[src/rtl/cpu_pkg.sv]
// Shared types and encodings for the 8-bit CPU core fetch/execute control.
package cpu_pkg;

  localparam int CPU_ADDR_W = 8;

  typedef enum logic [1:0] {
    IDLE  = 2'b00,
    FETCH = 2'b01,
    EXEC  = 2'b10,
    HALT  = 2'b11
  } seq_state_t;

  localparam logic [1:0] NSEL_SEQ = 2'b00;
  localparam logic [1:0] NSEL_BR  = 2'b01;
  localparam logic [1:0] NSEL_JMP = 2'b10;
  localparam logic [1:0] NSEL_RET = 2'b11;

endpackage

[src/rtl/pc_ras.sv]
// Return-address stack: DEPTH x W LIFO. Push on full and pop on empty are ignored;
// the caller flags them. DEPTH must be at least 2.
module pc_ras #(
  parameter int DEPTH = 4,
  parameter int W     = 8
) (
  input  logic         clk,
  input  logic         rst_n,
  input  logic         push,
  input  logic         pop,
  input  logic [W-1:0] din,
  output logic [W-1:0] top,
  output logic         full,
  output logic         empty
);

  localparam int CNT_W = $clog2(DEPTH + 1);
  localparam int IDX_W = $clog2(DEPTH);
  localparam logic [IDX_W-1:0] ONE_IDX = IDX_W'(1);
  localparam logic [CNT_W-1:0] ONE_CNT = CNT_W'(1);

  logic [W-1:0]     mem [DEPTH];
  logic [CNT_W-1:0] cnt;
  logic [IDX_W-1:0] wr_idx;
  logic [IDX_W-1:0] rd_idx;

  assign wr_idx = cnt[IDX_W-1:0];
  assign rd_idx = wr_idx - ONE_IDX;
  assign full   = (cnt == CNT_W'(DEPTH));
  assign empty  = (cnt == {CNT_W{1'b0}});
  assign top    = mem[rd_idx];

  // Stack storage and occupancy count
  always_ff @(posedge clk or negedge rst_n) begin
    if (!rst_n) begin
      cnt <= {CNT_W{1'b0}};
      for (int i = 0; i < DEPTH; i++) begin
        mem[i] <= {W{1'b0}};
      end
    end else if (push && !full) begin
      mem[wr_idx] <= din;
      cnt         <= cnt + ONE_CNT;
    end else if (pop && !empty) begin
      cnt <= cnt - ONE_CNT;
    end
  end

endmodule

[src/rtl/pc_sequencer.sv]
// Fetch/execute controller owning the architectural PC and next-PC selection.
// Optional return-address stack enabled by defining PC_RAS_EN.
module pc_sequencer
  import cpu_pkg::*;
#(
  parameter int                ADDR_W    = CPU_ADDR_W,
  parameter logic [ADDR_W-1:0] RESET_VEC = {ADDR_W{1'b0}},
  parameter int                RAS_DEPTH = 4
) (
  input  logic              clk,
  input  logic              rst_n,
  output logic              imem_req,
  output logic [ADDR_W-1:0] imem_addr,
  input  logic              imem_ack,
  output logic              instr_valid,
  input  logic              exec_done,
  input  logic [1:0]        next_sel,
  input  logic              br_taken,
  input  logic [ADDR_W-1:0] target,
  input  logic              push,
  input  logic              halt,
  output logic [ADDR_W-1:0] pc,
  output logic              halted,
  output logic              stack_err
);

  seq_state_t        state;
  seq_state_t        next_state;
  logic [ADDR_W-1:0] next_pc;
  logic [ADDR_W-1:0] seq_pc;

  assign seq_pc    = pc + {{(ADDR_W-1){1'b0}}, 1'b1};
  assign imem_req  = (state == FETCH);
  assign imem_addr = pc;
  assign halted    = (state == HALT);

`ifdef PC_RAS_EN
  logic              ras_push;
  logic              ras_pop;
  logic              ras_full;
  logic              ras_empty;
  logic              err_set;
  logic [ADDR_W-1:0] ras_top;
  logic              err_q;

  pc_ras #(.DEPTH(RAS_DEPTH), .W(ADDR_W)) u_ras (
    .clk   (clk),
    .rst_n (rst_n),
    .push  (ras_push),
    .pop   (ras_pop),
    .din   (seq_pc),
    .top   (ras_top),
    .full  (ras_full),
    .empty (ras_empty)
  );

  // Sticky stack misuse flag, cleared only by reset
  always_ff @(posedge clk or negedge rst_n) begin
    if (!rst_n) begin
      err_q <= 1'b0;
    end else if (err_set) begin
      err_q <= 1'b1;
    end
  end
  assign stack_err = err_q;
`else
  logic unused_cfg;
  assign unused_cfg = push & (RAS_DEPTH > 0);
  assign stack_err  = 1'b0;
`endif

  // State and PC registers
  always_ff @(posedge clk or negedge rst_n) begin
    if (!rst_n) begin
      state <= IDLE;
      pc    <= RESET_VEC;
    end else begin
      state <= next_state;
      pc    <= next_pc;
    end
  end

  // Next-state, next-PC and handshake decode
  always_comb begin
    next_state  = state;
    next_pc     = pc;
    instr_valid = 1'b0;
`ifdef PC_RAS_EN
    ras_push = 1'b0;
    ras_pop  = 1'b0;
    err_set  = 1'b0;
`endif
    case (state)
      IDLE: next_state = FETCH;
      FETCH: begin
        if (imem_ack) begin
          next_state  = EXEC;
          instr_valid = 1'b1;
        end else begin
          next_state = FETCH;
        end
      end
      EXEC: begin
        if (exec_done) begin
          next_state = halt ? HALT : FETCH;
          case (next_sel)
            NSEL_SEQ: next_pc = seq_pc;
            NSEL_BR:  next_pc = br_taken ? target : seq_pc;
            NSEL_JMP: begin
              next_pc = target;
`ifdef PC_RAS_EN
              // A call on a full stack still jumps; only the return address is lost
              if (push) begin
                ras_push = !ras_full;
                err_set  = ras_full;
              end else begin
                ras_push = 1'b0;
              end
`endif
            end
            NSEL_RET: begin
`ifdef PC_RAS_EN
              if (ras_empty) begin
                next_pc = seq_pc;
                err_set = 1'b1;
              end else begin
                next_pc = ras_top;
                ras_pop = 1'b1;
              end
`else
              next_pc = seq_pc;
`endif
            end
            default: next_pc = seq_pc;
          endcase
        end else begin
          next_state = EXEC;
        end
      end
      HALT:    next_state = HALT;
      default: next_state = IDLE;
    endcase
  end

endmodule
[config.mk]
export PLATFORM = sky130hd
export DESIGN_NAME = pc_sequencer
export DESIGN_NICKNAME = d
export VERILOG_FILES = /design/src/rtl/cpu_pkg.sv /design/src/rtl/pc_ras.sv /design/src/rtl/pc_sequencer.sv
export SDC_FILE = /design/constraint.sdc
export NUM_CORES = 1
export LEC_CHECK = 0
export BUFFER_PORTS_ARGS = -buffer_cell sky130_fd_sc_hd__buf_2
export CAP_MARGIN = 30
export CORE_MARGIN = 1.5
export CORE_UTILIZATION = 44
export DETAILED_ROUTE_END_ITERATION = 10
export HOLD_SLACK_MARGIN = 0.12
export PLACE_DENSITY = 0.77
export SKIP_LAST_GASP = 1
export SLEW_MARGIN = 30
export SYNTH_ARGS = -nofsm -noshare
export SYNTH_HDL_FRONTEND = slang
export SYNTH_SLANG_ARGS = --single-unit
[constraint.sdc]
create_clock -name clk -period 1.4 [get_ports clk]
set_input_delay 0.28 -clock clk [delete_from_list [all_inputs] [get_ports clk]]
set_output_delay 0.28 -clock clk [all_outputs]
set_load 0.03 [all_outputs]
==> metrics, run 1 <==
power per cell area=1460 mW/mm2; Crit Reg-Reg Startpoint=state[1]$_DFF_PN0_; sw power=0.746 mW; reg-to-reg endpoint=imem_addr[7]$_DFFE_PN0P_; worst min path class=input pin to flop; maximum vdd drop=0.631 mV; io pins=37; Final GP Congestion=0.832; die height=44.3 um; Clock Path Buffers=2; Nets=148; min cycle time layout=1.36 ns; synth top area cells=dfrtp_1 33%, buf_4 9.0%, ha_1 5.0%; CTS Root Buffer Type=clkbuf_4; GR Overflow Total=0; die area=0.00197 mm2; HP Start=halt; 1st-iter DRT viols=14; # H-tree levels=1; Synth Instances=86; register share of total power=28.3%; DRC Markers=1; DR vias=791; Synth area leader=dfrtp_1; CTS sink cnt=10; DP HPWL=1340 um; Final Cell Area=0.00106 mm2; global-route wire length before repair=2750 um; fillcell total=133; count of cell types in the netlist=37; cell total after placement=133; FF+latch area=256 um2; post-synthesis async set-or-reset flop share=100%; Yosys reg bits=10; Row Count=14; switching share of total power=48.3%; syn_nets=106; area occupied by multi-input gates=435 um2; Arr. time, crit path=1.08 ns; final setup vio count=0; largest net degree at the start of global routing=11; post-route ant nets=0; Num CTS Buffers=3; core area=0.00156 mm2; commonest register cell after synthesis=dfrtp_1; GRT Overall Usage=19.2%; most instantiated cells after synthesis=10 x dfrtp_1, 9 x buf_4, 8 x nor2_1; Combinational Power Share=58.5%; Post-DP Area=956 um2; Sum Neg Setup Slack=0 ns; initial antenna violation count=0; Final Cycle Share=97.3%; Non-Filler Instances=143; antenna cells=0; DR WL/cell=12.1 um; RSZ-0062 raised after global routing=yes; count leader, synth=dfrtp_1; area delta synth->final=40.9%; vias in the first global route=670; flop2flop setup slack=0.05 ns; sequential area share after synthesis=33.3%; Reg clk slew, reported paths=0.06 ns; CP max FO=4; TritonCTS clock tree=done; Mapped Area=752 um2; Synthesis Warnings=0; final wirelength=1740 um; cell count of the worst reg-to-reg path=5; effective utilization at floorplan=48.2%; Max-Cap Viols=0; layout cells sized above 1=53.5%; port bufs=34; Hold Crit Endpoint=state[1]$_DFF_PN0_; total power=1.55 mW; clock share of power=13.2%; EDFF count, synth=0; max frequency=0.734 GHz; DRT Pass-1 Iters=7; Required @ worst endpoint=1.12 ns; Mean Syn Cell Area=8.74 um2; internal power=0.799 mW; worst hold path depth=3; max-slew violations=0; Finished Core Util=68.0%; CP startpoint kind=flop; clk_lat worst skew=0.26 ns; Yosys top cell area share=33.3%; Worst Setup End Kind=output pin; Die Width=44.3 um; Vias/cell=5.53; Pleak=0.529 nW; violated checks=DRC; outcome=finished with violations; final-report hold violation count=0; skew final=0.00972 ns; CP Class=flop to output pin
-- worst max path at each step --
stage / startpoint / to / slack, ns / depth (start not counted)
floorplan: next_sel[1] / imem_addr[6]$_DFFE_PN0P_ / -0.09 / 6
global placement: next_sel[1] / imem_addr[7]$_DFFE_PN0P_ / -0.23 / 7
detailed placement: next_sel[1] / imem_addr[7]$_DFFE_PN0P_ / -0.28 / 7
CTS: next_sel[1] / imem_addr[7]$_DFFE_PN0P_ / 0.005 / 7
global route: state[1]$_DFF_PN0_ / instr_valid / -0.02 / 3
finish: state[1]$_DFF_PN0_ / instr_valid / 0.04 / 3
-- metal layers --
metal  up-vias  track usage, %  wire length, um
met5         -               0                0
met4         0            3.64                0
met3         0            6.53              125
met2        36            34.1              897
met1       371            22.4              714
li1        384               -                -
-- cell type report --
| cell class | instances | area share (%) |
|---|---|---|
| Inverter | 6 | 2.60 |
| Tap cell | 16 | 1.89 |
| Sequential cell | 10 | 24.2 |
| Timing Repair Buffer | 48 | 27.7 |
| Clock buffer | 4 | 2.48 |
| Multi-Input combinational cell | 59 | 41.1 |
-- critical path: stages, from the launching register on --
cell,delay (ns)
dfrtp_2,0.43
nor2b_2,0.13
and2_4,0.15
buf_6,0.12
-- state kept, by name, summed over array words and instances, names as in the netlist --
signal and count:
state 2, imem_addr 8
-- layout by cell type (no fill, tap or decap), drive strengths merged, types with 2 or more instances in the layout --
cell type,synthesis,routed
nand2,5,5
clkbuf,1,4
ha,3,3
nand3,5,5
inv,6,6
buf,10,47
and3,2,2
dfrtp,10,10
nor2,8,8
o22ai,2,2
a22oi,2,2
and2,2,2
nor2b,3,3
a21oi,4,4
o21ai,3,3
-- through the flow --
step	hold WS (ns)	worst slack, ns
floorplan	-0.0156	-0.0863
detailed placement	0.156	-0.276
finish	0.264	0.0374
global placement	0.154	-0.231
global route	0.290	-0.0165
CTS	0.264	0.00496
-- power by group through the flow --
stage                     registers [mW]  logic (mW)  clock network (mW)
after detailed placement           0.447       0.895                   0
after CTS                          0.441       0.898               0.211
final                              0.437       0.904               0.204
after global placement             0.443       0.884                   0
after floorplan                    0.645       0.463                   0
after global routing               0.447       0.962               0.224
-- kinds of logic (layout without fill, tap and decap cells) --
family,Yosys count,after routing,share of synthesized area (%)
other cells,1,1,0.499
compound gates,21,21,19.6
flops,10,10,33.3
simple gates,33,33,26.1
fa+ha+maj,3,3,4.99
buf+inv,17,58,14.0
mux,1,1,1.50
-- timing repair --
| action | in CTS | in global routing |
|---|---|---|
| endpoints found under the setup margin | 1 | 8 |
| gates resized for setup | 4 | 8 |
| pin swaps | 0 | 1 |
| hold buffers | 1 | 0 |
| hold endpoints to repair | 10 | 0 |
| setup buffers | 2 | 3 |
Note: power is estimated with default switching activity, not from simulation.
==> run 2: changes to the inputs <==
--- a/config.mk
+++ b/config.mk
@@ -7,7 +7,7 @@
 export LEC_CHECK = 0
 export BUFFER_PORTS_ARGS = -buffer_cell sky130_fd_sc_hd__buf_2
 export CAP_MARGIN = 30
-export CORE_MARGIN = 1.5
+export CORE_MARGIN = 5
 export CORE_UTILIZATION = 44
 export DETAILED_ROUTE_END_ITERATION = 10
 export HOLD_SLACK_MARGIN = 0.12
==> constraint.sdc (replaced) <==
create_clock -name clk -period 1.5 [get_ports clk]
set_input_delay 0.3 -clock clk [delete_from_list [all_inputs] [get_ports clk]]
set_output_delay 0.3 -clock clk [all_outputs]
set_load 0.03 [all_outputs]
==> run 2 against run 1 <==
The flow now finishes without violations; via count is 5.3% lower; combinational power decreased by 19%; power fell by 13%; sequential power barely moved; routed wire length up 6.3%; critical path type unchanged; critical endpoint unchanged; largest cell class unchanged.
==> metrics, run 2 (synthesis gave the netlist of run 1 again) <==
max frequency=0.685 GHz; max-slew violations=0; final setup vio count=0; Crit path max-delay family=flip-flops; layout cells sized above 1=42.1%; GRT Overall Usage=14.7%; DR WL/cell=13.4 um; CTS sink cnt=10; total power=1.35 mW; post-route ant nets=0; die height=51.3 um; Num CTS Buffers=3; io pins=37; port bufs=34; outcome=completed; Arr. time, crit path=1.16 ns; Required @ worst endpoint=1.20 ns; 1st-iter DRT viols=10; vias in the first global route=672; CTS Root Buffer Type=clkbuf_4; Pleak=0.490 nW; final wirelength=1850 um; Combinational Power Share=54.5%; slowest stage delay, CP=0.44 ns; skew final=0.00818 ns; global-route wire length before repair=2940 um; CP Class=flop to output pin; antenna cells=0; worst min path class=input pin to flop; Bufs and invs on worst path=1; Largest register FFs=8; largest net degree at the start of global routing=11; Row Count=15; sw power=0.681 mW; Max-Cap Viols=0; Fin Hold WS=0.289 ns; switching share of total power=50.5%; DRC Markers=0; effective utilization at floorplan=45.0%; internal power=0.666 mW; Reg clk slew, reported paths=0.05 ns; leading cell type in the layout, fill and taps excluded=buf_2; Final Cycle Share=97.4%; final-report hold violation count=0; register share of total power=32.3%; Non-Filler Instances=138; TritonCTS clock tree=done; CP max FO=5; initial antenna violation count=0; die area=0.00264 mm2; Worst Setup End Kind=output pin; power per cell area=1400 mW/mm2; CP startpoint kind=flop; DP HPWL=1440 um; DR vias=749; maximum vdd drop=1.33 mV; slowest CP cell=dfrtp_2; Final GP Congestion=0.865; most frequent cells in the layout=33 x buf_2, 9 x dfrtp_1, 8 x nor2_1, 8 x buf_4, 6 x inv_1; clk_lat worst skew=0.27 ns; CP cell instances=nor2b_2 -> and2_1 -> clkbuf_4; GR Overflow Total=0; Nets=143; core area=0.00167 mm2; Die Width=51.3 um; cell total after placement=131; # H-tree levels=1; Vias/cell=5.43; clock share of power=13.3%; min cycle time layout=1.46 ns; DRT Pass-1 Iters=4; Clock Path Buffers=2; area delta synth->final=27.6%
-- run 2: metrics by stage --
| stage | cell area, um2 | utilization [%] | worst slack (ns) | TNS, ns |
|---|---|---|---|---|
| floorplan | 754 | - | -0.0808 | -0.0808 |
| global placement | 901 | 53.9 | -0.179 | -0.825 |
| detailed placement | 901 | 53.9 | -0.209 | -1.04 |
| CTS | 942 | 56.4 | 0.00137 | 0 |
| global route | 960 | 57.5 | -0.00346 | -0.00346 |
| finish | 960 | 57.5 | 0.0396 | 0 |
-- run 2: timing repair --
action / in CTS / in global routing
setup buffers: 1 / 2
pin swaps: 0 / 0
hold buffers: 1 / 0
endpoints found under the hold margin: 10 / 0
endpoints found under the setup margin: 1 / 1
resized for setup: 1 / 1
-- run 2: path summary, 6_finish.rpt --
kind | depth (start not counted) | slack [ns] | to | start
hold / removal | 3 | 0.29 | state[1]$_DFF_PN0_ | halt
hold reg to reg | 1 | 0.53 | state[0]$_DFF_PN0_ | state[1]$_DFF_PN0_
setup reg to reg | 4 | 0.11 | imem_addr[6]$_DFFE_PN0P_ | state[1]$_DFF_PN0_
min in group asynchronous | 2 | 0.42 | imem_addr[5]$_DFFE_PN0P_ | rst_n
setup / recovery | 3 | 0.04 | instr_valid | state[1]$_DFF_PN0_
max in group asynchronous | 2 | 0.85 | state[1]$_DFF_PN0_ | rst_n
-- run 2: layout make-up --
type                       count  area (um2)
clock buffer                   3        22.5
multi-input combinational     59         399
tap                           17        21.3
sequential                    10         251
inverter                       6        22.5
fill                         153         711
timing repair buffer          43         243
-- run 2: metal layers --
layer,vias up,routed length (um),track usage [%]
li1,378,-,-
met1,340,753,16.5
met2,29,938,26.0
met3,2,143,5.25
met4,0,11,3.93
met5,-,0,0
-- run 2: power groups by stage --
stage | combinational (mW) | sequential, mW | clock, mW
after global placement | 0.725 | 0.436 | 0
after floorplan | 0.425 | 0.593 | 0
final | 0.733 | 0.434 | 0.179
after CTS | 0.737 | 0.434 | 0.185
after global routing | 0.782 | 0.449 | 0.195
after detailed placement | 0.732 | 0.439 | 0
-- run 2: tightest hold or removal path: stages --
cell,delay (ns)
buf_2,0.07
nor3b_1,0.04
nor2_1,0.10
==> run 3: changes to the inputs <==
--- a/config.mk
+++ b/config.mk
@@ -5,14 +5,13 @@
 export SDC_FILE = /design/constraint.sdc
 export NUM_CORES = 1
 export LEC_CHECK = 0
-export BUFFER_PORTS_ARGS = -buffer_cell sky130_fd_sc_hd__buf_2
 export CAP_MARGIN = 30
 export CORE_MARGIN = 5
-export CORE_UTILIZATION = 44
+export CORE_UTILIZATION = 54
 export DETAILED_ROUTE_END_ITERATION = 10
+export DONT_BUFFER_PORTS = 1
 export HOLD_SLACK_MARGIN = 0.12
-export PLACE_DENSITY = 0.77
-export SKIP_LAST_GASP = 1
+export PLACE_DENSITY = 0.69
 export SLEW_MARGIN = 30
 export SYNTH_ARGS = -nofsm -noshare
 export SYNTH_HDL_FRONTEND = slang
==> run 3 against run 2 <==
Cell area fell by 13%; count of clock-buffer cells in the layout is 1 higher; combinational power shrank 3.1%; hold slack worse by 0.10 ns; global-route usage grew 3.8 points; power is 1.4% higher.
==> metrics, run 3 (synthesis gave the netlist of run 1 again) <==
internal power=0.690 mW; # H-tree levels=1; die area=0.00224 mm2; CP max FO=7; Fin Hold WS=0.185 ns; Pleak=0.389 nW; CP startpoint kind=flop; total power=1.37 mW; slowest stage delay, CP=0.43 ns; flop2flop setup slack=0.14 ns; outcome=completed; max-slew violations=0; DRC Markers=0; final-report hold violation count=0; 1st-iter DRT viols=18; min cycle time layout=1.42 ns; antenna cells=0; GR Overflow Total=0; sw power=0.676 mW; layout cells sized above 1=24.7%; power per cell area=1630 mW/mm2; max frequency=0.705 GHz; Die Width=47.3 um; register share of total power=29.5%; CTS Root Buffer Type=clkbuf_4; port bufs=0; clock share of power=18.6%; Final GP Congestion=0.732; worst min path class=input pin to flop; core area=0.00130 mm2; global-route wire length before repair=2880 um; Reg clk slew, reported paths=0.07 ns; Nets=114; CP cell instances=nor2b_2 -> and2_4; skew final=0.00220 ns; die height=47.3 um; io pins=37; vias in the first global route=707; Num CTS Buffers=3; fillcell total=128; Clock Path Buffers=2; DP HPWL=1330 um; DRT Pass-1 Iters=4; maximum vdd drop=1.08 mV; RSZ-0062 raised after global routing=no; largest net degree at the start of global routing=11; Largest register FFs=8; Final Cycle Share=94.6%; Required @ worst endpoint=1.20 ns; Vias/cell=6.04; clk_lat worst skew=0.27 ns; Final Cell Area=837 um2; Crit path max-delay family=flip-flops; post-route ant nets=0; DR vias=652; leading cell type in the layout, fill and taps excluded=buf_4; Combinational Power Share=52.0%; slowest CP cell=dfrtp_1; Bufs and invs on worst path=0; Post-DP Area=788 um2; final wirelength=1720 um; DR WL/cell=15.9 um; CTS sink cnt=10; final setup vio count=0; Max-Cap Viols=0; effective utilization at floorplan=57.8%; TritonCTS clock tree=done; initial antenna violation count=0; Worst Setup End Kind=output pin; most frequent cells in the layout=13 x buf_4, 10 x dfrtp_1, 8 x nor2_1, 6 x inv_1; # Post-CTS Setup Buffers=0; Arr. time, crit path=1.12 ns; area delta synth->final=11.3%; CP Class=flop to output pin; Row Count=13; switching share of total power=49.5%; GRT Overall Usage=18.5%
## run 3: cell types whose count changed in the layout (fill, tap and decap cells not counted), sizes merged
| cell | change |
|---|---|
| buf | -28 |
## run 3: path summary, 6_finish.rpt
path,end,start,depth (start not counted)
worst max-delay path,instr_valid,state[0]$_DFF_PN0_,2
worst min-delay path,state[1]$_DFF_PN0_,halt,2
worst max register to register,imem_addr[7]$_DFFE_PN0P_,state[0]$_DFF_PN0_,3
worst min register to register,imem_addr[6]$_DFFE_PN0P_,imem_addr[6]$_DFFE_PN0P_,1
max in group asynchronous,state[0]$_DFF_PN0_,rst_n,1
min in group asynchronous,imem_addr[5]$_DFFE_PN0P_,rst_n,1
## run 3: power groups by stage
| stage | Sequential, mW | Clock [mW] | Combinational (mW) |
|---|---|---|---|
| after floorplan | 0.593 | 0 | 0.425 |
| after global placement | 0.407 | 0 | 0.693 |
| after detailed placement | 0.410 | 0 | 0.704 |
| after CTS | 0.404 | 0.257 | 0.714 |
| after global routing | 0.413 | 0.268 | 0.765 |
| final | 0.402 | 0.254 | 0.710 |
## run 3: cell type report
cell class / instances / area (um2) / share of cell area (%)
clock buffers: 4 / 36.3 / 4.33
inverters: 6 / 22.5 / 2.69
multi-input cells: 59 / 402 / 48.0
flip-flops and latches: 10 / 250 / 29.9
well taps: 15 / 18.8 / 2.24
repair buffers: 14 / 108 / 12.9
## run 3: metrics by stage
stage	setup TNS (ns)	utilization [%]	cells	worst slack, ns
after floorplan	-0.0808	-	86	-0.0808
after global placement	-0.209	60.6	103	-0.0713
after detailed placement	-0.312	60.6	103	-0.0939
after CTS	0	64.2	108	0.0464
after global routing	0	64.3	108	0.0265
final	0	64.3	108	0.0811
## run 3: repair_timing
| action | in CTS | in global routing |
|---|---|---|
| hold endpoints to repair | 10 | 0 |
| hold buffers | 1 | 0 |
| endpoints found under the setup margin | 1 | 1 |
| resized for setup | 1 | 1 |
## run 3: per-layer routing
layer	track usage (%)	vias up	wire length, um
met3	6.90	6	172
li1	-	315	-
met2	30.7	36	831
met1	20.2	295	678
met5	0	-	0
met4	9.94	0	38
